[src/rtl/video_sprite_motion_ctrl_if.sv]
// Avalon-MM write-only link between the sprite motion controller and the sprite core.
interface video_sprite_motion_ctrl_if #(
  parameter int AVM_AW = 13
);
  logic              avm_write;
  logic [AVM_AW-1:0] avm_address;
  logic [31:0]       avm_writedata;
  logic              avm_waitrequest;

  modport master (
    output avm_write,
    output avm_address,
    output avm_writedata,
    input  avm_waitrequest
  );

  modport slave (
    input  avm_write,
    input  avm_address,
    input  avm_writedata,
    output avm_waitrequest
  );
endinterface

[src/rtl/video_sprite_motion_ctrl.sv]
// Bounces a sprite origin around the screen once per frame and pushes x/y to the sprite core.
// Optional `SPRITE_MOTION_CTRL_INIT_EN adds a post-reset write of 0 to the core's ctrl register.
module video_sprite_motion_ctrl #(
  parameter int H_DISPLAY    = 640,
  parameter int V_DISPLAY    = 480,
  parameter int SPRITE_HSIZE = 32,
  parameter int SPRITE_VSIZE = 32,
  parameter int X_INIT       = 0,
  parameter int Y_INIT       = 0,
  parameter int X_STEP       = 2,
  parameter int Y_STEP       = 2,
  parameter int AVM_AW       = 13
) (
  input  logic                        clk,
  input  logic                        rst,
  input  logic                        enable,
  input  logic                        frame_start,
  video_sprite_motion_ctrl_if.master  avm,
  output logic                        busy,
  output logic [15:0]                 x_pos,
  output logic [15:0]                 y_pos
);

  localparam logic [15:0] XMAX = 16'(H_DISPLAY - SPRITE_HSIZE);
  localparam logic [15:0] YMAX = 16'(V_DISPLAY - SPRITE_VSIZE);
  localparam logic [15:0] XSTEP = 16'(X_STEP);
  localparam logic [15:0] YSTEP = 16'(Y_STEP);
  localparam logic [AVM_AW-1:0] ADDR_X = AVM_AW'(4);
  localparam logic [AVM_AW-1:0] ADDR_Y = AVM_AW'(8);

`ifdef SPRITE_MOTION_CTRL_INIT_EN
  typedef enum logic [2:0] {INIT, IDLE, CALC, WR_X, WR_Y} state_t;
  localparam state_t RESET_STATE = INIT;
`else
  typedef enum logic [2:0] {IDLE, CALC, WR_X, WR_Y} state_t;
  localparam state_t RESET_STATE = IDLE;
`endif

  state_t      state;
  logic        dir_x;
  logic        dir_y;
  logic [15:0] x_next;
  logic [15:0] y_next;
  logic        dir_x_next;
  logic        dir_y_next;
  logic [16:0] x_sum;
  logic [16:0] y_sum;

  assign x_sum = {1'b0, x_pos} + {1'b0, XSTEP};
  assign y_sum = {1'b0, y_pos} + {1'b0, YSTEP};

  // Direction bit 0 means moving towards larger coordinates; edges clamp rather than wrap.
  always_comb begin
    x_next     = x_pos;
    dir_x_next = dir_x;
    if (!dir_x) begin
      if (x_sum >= {1'b0, XMAX}) begin
        x_next     = XMAX;
        dir_x_next = 1'b1;
      end else begin
        x_next = x_sum[15:0];
      end
    end else if (x_pos <= XSTEP) begin
      x_next     = '0;
      dir_x_next = 1'b0;
    end else begin
      x_next = x_pos - XSTEP;
    end
  end

  always_comb begin
    y_next     = y_pos;
    dir_y_next = dir_y;
    if (!dir_y) begin
      if (y_sum >= {1'b0, YMAX}) begin
        y_next     = YMAX;
        dir_y_next = 1'b1;
      end else begin
        y_next = y_sum[15:0];
      end
    end else if (y_pos <= YSTEP) begin
      y_next     = '0;
      dir_y_next = 1'b0;
    end else begin
      y_next = y_pos - YSTEP;
    end
  end

  always_ff @(posedge clk) begin
    if (rst) begin
      state             <= RESET_STATE;
      busy              <= 1'b0;
      avm.avm_write     <= 1'b0;
      avm.avm_address   <= '0;
      avm.avm_writedata <= '0;
      x_pos             <= 16'(X_INIT);
      y_pos             <= 16'(Y_INIT);
      dir_x             <= 1'b0;
      dir_y             <= 1'b0;
    end else begin
      case (state)
`ifdef SPRITE_MOTION_CTRL_INIT_EN
        // Address and data are already zero from reset; only the strobe needs raising.
        INIT: begin
          if (!avm.avm_write) begin
            avm.avm_write     <= 1'b1;
            avm.avm_address   <= '0;
            avm.avm_writedata <= '0;
            busy              <= 1'b1;
          end else if (!avm.avm_waitrequest) begin
            avm.avm_write <= 1'b0;
            busy          <= 1'b0;
            state         <= IDLE;
          end
        end
`endif
        IDLE: begin
          if (frame_start && enable) begin
            busy  <= 1'b1;
            state <= CALC;
          end
        end
        CALC: begin
          x_pos             <= x_next;
          y_pos             <= y_next;
          dir_x             <= dir_x_next;
          dir_y             <= dir_y_next;
          avm.avm_write     <= 1'b1;
          avm.avm_address   <= ADDR_X;
          avm.avm_writedata <= {16'b0, x_next};
          state             <= WR_X;
        end
        WR_X: begin
          if (!avm.avm_waitrequest) begin
            avm.avm_address   <= ADDR_Y;
            avm.avm_writedata <= {16'b0, y_pos};
            state             <= WR_Y;
          end
        end
        WR_Y: begin
          if (!avm.avm_waitrequest) begin
            avm.avm_write <= 1'b0;
            busy          <= 1'b0;
            state         <= IDLE;
          end
        end
        default: begin
          avm.avm_write <= 1'b0;
          busy          <= 1'b0;
          state         <= IDLE;
        end
      endcase
    end
  end

endmodule
[src/flat_wrapper.sv]
// flat-port wrapper written by rule: the top's interface ports become plain ports
module video_sprite_motion_ctrl_flat 
#(
  parameter int H_DISPLAY    = 640,
  parameter int V_DISPLAY    = 480,
  parameter int SPRITE_HSIZE = 32,
  parameter int SPRITE_VSIZE = 32,
  parameter int X_INIT       = 0,
  parameter int Y_INIT       = 0,
  parameter int X_STEP       = 2,
  parameter int Y_STEP       = 2,
  parameter int AVM_AW       = 13
)
  (clk, rst, enable, frame_start, busy, x_pos, y_pos, avm_avm_write, avm_avm_address, avm_avm_writedata, avm_avm_waitrequest);
  video_sprite_motion_ctrl_if #(.AVM_AW(AVM_AW)) avm_i ();
  input  logic clk;
  input  logic rst;
  input  logic enable;
  input  logic frame_start;
  output logic busy;
  output logic [15:0] x_pos;
  output logic [15:0] y_pos;
  output wire logic [$bits(avm_i.avm_write)-1:0] avm_avm_write;
  output wire logic [$bits(avm_i.avm_address)-1:0] avm_avm_address;
  output wire logic [$bits(avm_i.avm_writedata)-1:0] avm_avm_writedata;
  input wire logic [$bits(avm_i.avm_waitrequest)-1:0] avm_avm_waitrequest;
  assign avm_avm_write = avm_i.avm_write;
  assign avm_avm_address = avm_i.avm_address;
  assign avm_avm_writedata = avm_i.avm_writedata;
  assign avm_i.avm_waitrequest = avm_avm_waitrequest;
  video_sprite_motion_ctrl #(.H_DISPLAY(H_DISPLAY), .V_DISPLAY(V_DISPLAY), .SPRITE_HSIZE(SPRITE_HSIZE), .SPRITE_VSIZE(SPRITE_VSIZE), .X_INIT(X_INIT), .Y_INIT(Y_INIT), .X_STEP(X_STEP), .Y_STEP(Y_STEP), .AVM_AW(AVM_AW)) u_core (.clk(clk), .rst(rst), .enable(enable), .frame_start(frame_start), .avm(avm_i), .busy(busy), .x_pos(x_pos), .y_pos(y_pos));
endmodule
[config.mk]
export PLATFORM = sky130hd
export DESIGN_NAME = video_sprite_motion_ctrl_flat
export DESIGN_NICKNAME = d
export VERILOG_FILES = /design/src/rtl/video_sprite_motion_ctrl_if.sv /design/src/rtl/video_sprite_motion_ctrl.sv /design/src/flat_wrapper.sv
export SDC_FILE = /design/constraint.sdc
export NUM_CORES = 1
export LEC_CHECK = 0
export ABC_AREA = 1
export BUFFER_PORTS_ARGS = -buffer_cell sky130_fd_sc_hd__buf_2
export CAP_MARGIN = 15
export CORE_MARGIN = 4
export CORE_UTILIZATION = 45
export DETAILED_ROUTE_END_ITERATION = 6
export PLACE_DENSITY = 0.78
export SYNTH_ARGS = -nofsm -noshare
export SYNTH_HDL_FRONTEND = slang
export SYNTH_SLANG_ARGS = --single-unit
[constraint.sdc]
create_clock -name clk -period 3.05 [get_ports clk]
set_clock_uncertainty 0.2 [all_clocks]
set_input_delay 0 -clock clk [delete_from_list [all_inputs] [get_ports clk]]
set_output_delay 0 -clock clk [all_outputs]
set_load 0.01 [all_outputs]
==> results of run 1 <==
critical path: stages (launching register included):
cell and delay [ns]:
dfxtp_1 0.50, ha_1 0.28, nand3_1 0.13, nor2_2 0.24, nand3_1 0.10, nand2_1 0.08, nand3_1 0.15, inv_1 0.13
nand3_4 0.10, nand2_4 0.12, nand3_2 0.10, o21ai_1 0.14, inv_1 0.06
through the flow:
stage	hold slack, ns	std cells	area, sq um
after floorplan	-0.00941	654	4240
after global routing	0.0214	777	4510
final	0.0217	777	4510
after detailed placement	0.143	765	4330
after global placement	0.137	765	4330
after CTS	0.0107	777	4510
sequential cells by signal, summed over array words and instances, names as in the netlist:
signal / flops
u_core.dir_y: 1
u_core.x_pos: 16
u_core.avm.avm_address: 2
u_core.dir_x: 1
u_core.state: 2
u_core.avm.avm_write: 1
u_core.busy: 1
u_core.avm.avm_writedata: 16
u_core.y_pos: 15
final cells by class:
type | instances | area [sq um]
Clock buffer | 5 | 68.8
Clock inverter | 3 | 67.6
Fill cell | 879 | 4340
Inverter | 76 | 285
Multi-Input combinational cell | 467 | 2510
Sequential cell | 55 | 1100
Tap cell | 108 | 135
Timing Repair Buffer | 63 | 345
layer usage:
| layer | global-route usage, % | vias to the layer above |
|---|---|---|
| met2 | 32.1 | 190 |
| met5 | 0 | - |
| met4 | 5.22 | 0 |
| met1 | 26.3 | 1933 |
| met3 | 3.66 | 12 |
| li1 | - | 2083 |
worst max-delay path by stage:
stage | slack, ns | cells past startpoint | end
finish | 0.63 | 12 | u_core.x_pos[9]
global route | 0.40 | 13 | u_core.avm.avm_writedata[8]
floorplan | 0.95 | 12 | u_core.x_pos[5]
global placement | 0.70 | 12 | u_core.x_pos[9]
CTS | 0.64 | 12 | u_core.x_pos[9]
detailed placement | 0.66 | 12 | u_core.x_pos[9]
power by group through the flow:
stage | Sequential [mW] | Clock, mW | Combinational (mW)
floorplan | 1.29 | 0 | 2.31
global placement | 1.40 | 0 | 2.89
detailed placement | 1.41 | 0 | 2.94
CTS | 1.39 | 0.580 | 2.97
global route | 1.44 | 0.609 | 3.37
finish | 1.40 | 0.575 | 3.00
kinds of logic (layout without fill, tap and decap cells):
family / count (synthesis) / after routing / share of synthesized area [%]
flops: 55 / 55 / 26.6
xor+xnor: 27 / 27 / 5.72
fa+ha+maj: 10 / 10 / 3.03
compound gates: 113 / 113 / 15.9
simple gates: 289 / 289 / 33.4
buf+inv: 132 / 147 / 15.2
other cells: 1 / 28 / 0.0907
layout by cell type, fill, tap and decap left out, types with 2 or more instances in the layout:
cell	instances
a211oi_1	8
a21oi_1	42
a21oi_2	4
a22oi_1	17
a311oi_1	2
a31oi_1	3
buf_2	55
buf_4	4
bufinv_16	2
clkbuf_8	5
conb_1	28
dfxtp_1	55
dlygate4sd3_1	4
ha_1	10
inv_1	72
inv_2	4
nand2_1	115
nand2_2	7
nand2_4	2
nand3_1	38
nand3_2	5
nand3_4	2
nand4_1	26
nor2_1	67
nor2_2	8
nor2_4	6
nor3_1	7
nor4_1	4
o21ai_0	32
o21ai_1	4
xor2_1	27
repair_timing:
action / 4_1_cts / 5_1_grt
gates resized for setup: 0 / 0
endpoints found under the setup margin: 0 / 0
hold buffers: 4 / 0
hold endpoints to repair: 4 / 0
==> out/results.ini, run 1 <==
[floorplan]
ios = 84
start_util_pct = 46.7
die_h_microns = 104
fp.dieW_microns = 104
die-area_sq_um = 10800
rows = 34
coreArea_sq_um = 8850

[synthesis]
yosysMostFrequentCell = nand2_1
synth_common_cells = nand2_1, inv_1, nor2_1
syn_area_sq_um = 4140
synthCells = 627
synth-edff-count = 0
yosysSeqAreaShare_pct = 26.6
postSynthAreaPerCell_sq_um = 6.60
yosys_warnings = 0
yosys.area.top_type = dfxtp_1
synth_top_cell_area_share_pct = 26.6
ys.flop_type = dfxtp_1
async_flop_share_pct = 0
synth-seq-cells = 55
ys_top_cells_by_area = dfxtp_1, nand2_1, inv_1
synth.distinct_cells = 34

[critical_path]
cp-start-kind = register
worstPathMaxFanout = 7
reg2reg_from = u_core.x_pos[1]
end_kind = register
reg2regPathDepth = 12
crit_path_start = u_core.x_pos[1]
r2r_end = u_core.x_pos[9]
r2r_setup_slack_ns = 0.63
worstPathArrival_ns = 2.44
required_ns = 3.06
crit_type = reg -> reg

[placed_design]
port_buffers = 55
gp_congestion = 0.905
place_ws_ns = 0.658
hpwlAfterDp_microns = 8260

[pwr]
p_int_mw = 2.33
pwr_density_cell_nw_per_um2 = 1100
cellLeakagePower_nw = 2.16
seq_power_share_pct = 28.2
total_power_mw = 4.98
ir_worst_vdd_mv = 0.748
clock_power_share_pct = 11.5
power.switching_mw = 2.66
comb_power_share_pct = 60.3
switching_share_pct = 53.3

[layout]
drive_above_1_share_pct = 15.8
final_net_count = 683
diodes = 0
utilization_pct = 51.0
area_delta_synth_final_pct = 9.05

[clock_tree]
cts_tree = built
cts.sink_count = 55
htree_levels = 2
cts_root_buf = clkbuf_8
numCtsBuffers = 5
clock_path_buffers = 2
post_cts_buffers = 0
clock_latency_ns = 0.31
clkSlewWorstSetupHoldPaths_ns = 0.10

[routing]
wl_met1_microns = 5000
postRouteWirelength_microns = 11100
routed-wl-met3_microns = 864
drc = 0
via_count = 4218
drtAntennaViolNets = 0
dr.pass1.iters = 7
met2WireLength_microns = 5140
drtIter0Drc = 332
maxUsedRoutingLayer = met4
post_drt_wl_per_cell_microns = 14.3
vias_per_cell = 5.43

[timing]
fin_setup_tns_ns = 0
drv_slew = 0
tightestPinTransition_ns = 1.08
setup_violations = 0
setup_ws_ns = 0.626
slew_headroom_pct = 27.4
max_freq_mhz = 413
rsz0062_at_grt = no
finalHoldViolCount = 0
finalCritPeriodShare_pct = 79.5
fin_crit_ns = 2.42

[worst_hold_path]
min_from = rst
hold_depth = 3
hold_class = in -> reg
hold_end = u_core.x_pos[12]

[global_routing]
antenna_found_initial = 0
grt_pass1_wl_microns = 18100
grt_max_degree = 39
overflow = 0
grt_pass1_vias = 3745
grtUsageTotal_pct = 19.5

[flow_run]
max_cap_viol_count = 0

[outcome]
outcome = finished clean

Note: power is estimated with default switching activity, not from simulation.
==> run 2, diff against run 1 <==
- ABC_AREA: 1 -> 0
- PLACE_DENSITY: 0.78 -> 0.81
- clock period: 3.05 -> 2.1 ns (I/O delays scaled with it)
==> run 2 against run 1 <==
Effect of this change: the run now ends with setup timing left; sequential power rose by 11%; power rose by 75%; critical path depth fell by 1; global-route usage rose by 8.9 points; area after synthesis fell by 2.9%; first-iteration DRC count rose by 58%; setup slack got worse by 1.2 ns; combinational power rose by 110%; utilization rose by 25 points; critical path type unchanged; largest cell class unchanged; largest power group unchanged; highest routed layer unchanged.
==> out/results.ini, run 2 <==
[synthesis]
synthCells = 548  ; -13%
synth_top_cell_area_share_pct = 27.4  ; +0.80 points
syn_area_sq_um = 4020  ; -2.9%
ys.flop_type = dfxtp_1
yosys.area.top_type = dfxtp_1
yosys_warnings = 0  ; unchanged
async_flop_share_pct = 0  ; unchanged
synth-edff-count = 0  ; unchanged
synth-seq-cells = 55  ; unchanged
synth.distinct_cells = 73  ; +110%
ys_top_cells_by_area = dfxtp_1, buf_4, a21oi_1
yosysMostFrequentCell = dfxtp_1
synth_common_cells = dfxtp_1, nand2_1, nor2_1
yosysSeqAreaShare_pct = 27.4  ; +0.80 points
postSynthAreaPerCell_sq_um = 7.33  ; +11%

[timing]
setup_violations = 50  ; +50
drv_slew = 0  ; unchanged
tightestPinTransition_ns = 0.705  ; -0.380 ns
slew_headroom_pct = 52.7  ; +25 points
max_freq_mhz = 377  ; -8.5%
fin_crit_ns = 2.65  ; +0.226 ns
rsz0062_at_grt = yes
setup_ws_ns = -0.550  ; -1.18 ns
finalCritPeriodShare_pct = 126  ; +47 points
finalHoldViolCount = 0  ; unchanged

[routing]
via_count = 5333  ; +26%
vias_per_cell = 6.32  ; +16%
post_drt_wl_per_cell_microns = 20.1  ; +40%
drtAntennaViolNets = 0  ; unchanged
postRouteWirelength_microns = 16900  ; +52%
drtIter0Drc = 526  ; +58%
dr.pass1.iters = 7  ; unchanged
drc = 0  ; unchanged

[clock_tree]
clock_path_buffers = 2  ; unchanged
clock_latency_ns = 0.32  ; about the same
cts_tree = built
numCtsBuffers = 5  ; unchanged
htree_levels = 2  ; unchanged
cts_root_buf = clkbuf_8
clkSlewWorstSetupHoldPaths_ns = 0.12  ; +0.02 ns
cts.sink_count = 55  ; unchanged

[pwr]
seq_power_share_pct = 17.9  ; -10 points
pwr_density_cell_nw_per_um2 = 1310  ; +19%
cellLeakagePower_nw = 2.79  ; +29%
total_power_mw = 8.71  ; +75%
comb_power_share_pct = 73.3  ; +13 points
clock_power_share_pct = 8.9  ; -2.6 points
ir_worst_vdd_mv = 0.922  ; +23%
switching_share_pct = 47.9  ; -5.4 points
power.switching_mw = 4.17  ; +57%
p_int_mw = 4.54  ; +95%

[flow_run]
max_cap_viol_count = 0  ; unchanged

[layout]
final_common_cell = buf_4
drive_above_1_share_pct = 51.4  ; +36 points
area_delta_synth_final_pct = 65.2
final_net_count = 750  ; +9.8%
reg_top3 = u_core.avm.avm_writedata x16, u_core.x_pos x16, u_core.y_pos x15
most-common-layout-cells = buf_4, buf_2, nor2_1, nand2_1, dfxtp_1
n_fill_cell = 534  ; -39%
regArea_sq_um = 1130  ; +2.5%
diodes = 0  ; unchanged
multi_input_area_sq_um = 3430  ; +37%

[global_routing]
antenna_found_initial = 0  ; unchanged
overflow = 0  ; unchanged
grt_max_degree = 28  ; -28%
grt_pass1_vias = 4872  ; +30%
grtUsageTotal_pct = 28.4  ; +8.9 points
grt_pass1_wl_microns = 24000  ; +33%

[floorplan]
die_h_microns = 102  ; -1.3%
rows = 34  ; unchanged
start_util_pct = 46.0  ; -0.69 points
ios = 84  ; unchanged
die-area_sq_um = 10500  ; -2.7%
fp.dieW_microns = 102  ; -1.3%
coreArea_sq_um = 8720  ; -1.4%

[critical_path]
worstPathArrival_ns = 2.68  ; +0.24 ns
end_kind = register
reg2reg_from = u_core.x_pos[1]
max_stage_delay_ns = 0.38  ; -0.12 ns
r2r_setup_slack_ns = -0.55  ; -1.18 ns
critical_path.slowest_cell = dfxtp_4
crit_type = reg -> reg
crit_path_start = u_core.x_pos[1]
worstPathMaxFanout = 5  ; -2
cp_cell_sequence = ha_4 > nand4_1 > buf_6 > nor4_4 > buf_4 > nor4_4 > o21bai_4 > buf_6 > o311ai_4 > o31ai_1 > o41ai_1
required_ns = 2.13  ; -0.93 ns
cp-start-kind = register

[outcome]
violations = setup timing
outcome = finished, violations left

[worst_hold_path]
min_from = u_core.avm.avm_writedata[0]
hold_class = reg -> reg

[placed_design]
gp_congestion = 1.01  ; +11%
place_ws_ns = -0.551  ; -1.21 ns
hpwlAfterDp_microns = 10100  ; +23%
port_buffers = 55  ; unchanged

[run 2: changes by cell type after synthesis, sizes merged, moves of 10 or more]
cell	delta
a22oi	-13
xor2	-23
nand4	-22
nor3	+24
clkbuf	+22
o211ai	+10
inv	-58
or3	+11
nor2	-29
nand2	-69
nand3	-29
[run 2: repair_timing]
item                                   CTS  global route
setup endpoints to repair               49            51
pin swaps                               42            57
cloned                                   1             0
hold buffers                             4             0
endpoints found under the hold margin   16             0
setup buffers                           19            28
resized for setup                      114            95
[run 2: kinds of logic after synthesis]
family,after synthesis,share of synthesized area (%)
compound gates,165,28.3
xor+xnor,11,2.40
fa+ha+maj,10,3.12
buf+inv,92,11.9
flops,55,27.4
mux,3,0.748
other cells,1,0.0934
simple gates,211,26.0
[run 2: power by group through the flow]
stage | Clock [mW] | Sequential, mW | Combinational (mW)
2_1_floorplan | 0 | 1.62 | 2.58
3_3_place_gp | 0 | 1.51 | 4.45
3_5_place_dp | 0 | 1.53 | 4.58
4_1_cts | 0.766 | 1.54 | 5.39
5_1_grt | 0.811 | 1.58 | 6.71
6_report | 0.774 | 1.56 | 6.38
[run 2: final timing paths]
| kind | cells past startpoint | end |
|---|---|---|
| worst max register to register | 11 | u_core.avm.avm_writedata[7] |
| worst max-delay path | 11 | u_core.avm.avm_writedata[7] |
| worst min register to register | 2 | u_core.avm.avm_writedata[0] |
| worst min-delay path | 2 | u_core.avm.avm_writedata[0] |
[run 2: worst max-delay path, delay by kind of cell, from the launching register on]
kind	cells	cell delay [ns]
fa+ha+maj	1	0.17
compound gates	4	0.84
buf+inv	3	0.45
flops	1	0.38
simple gates	3	0.52
[run 2: area by class of cell]
class | count | share of cell area (%)
clock inverters | 3 | 0.717
flip-flops and latches | 55 | 17.0
multi-input cells | 428 | 51.7
inverters | 18 | 1.06
clock buffers | 5 | 1.04
well taps | 108 | 2.04
repair buffers | 227 | 26.5
[run 2: metrics by stage]
stage               setup TNS, ns  instances  area, sq um  hold slack [ns]  util [%]
floorplan                  -13.01        575         4320         -0.00110         -
global placement           -13.43        800         5310            0.134      60.9
detailed placement         -15.52        800         5310            0.148      60.9
CTS                        -13.25        829         6130            0.264      70.3
global route               -21.05        844         6630            0.301      76.1
finish                     -18.10        844         6630            0.266      76.1
[run 2: layer usage]
layer  vias up  part of all wire [%]  global-route usage (%)
met5         -                     0                       0
met4         0                   5.4                    11.3
met3       106                   8.3                    3.89
met2       368                    48                    48.3
met1      2527                    38                    36.1
li1       2332                     -                       -
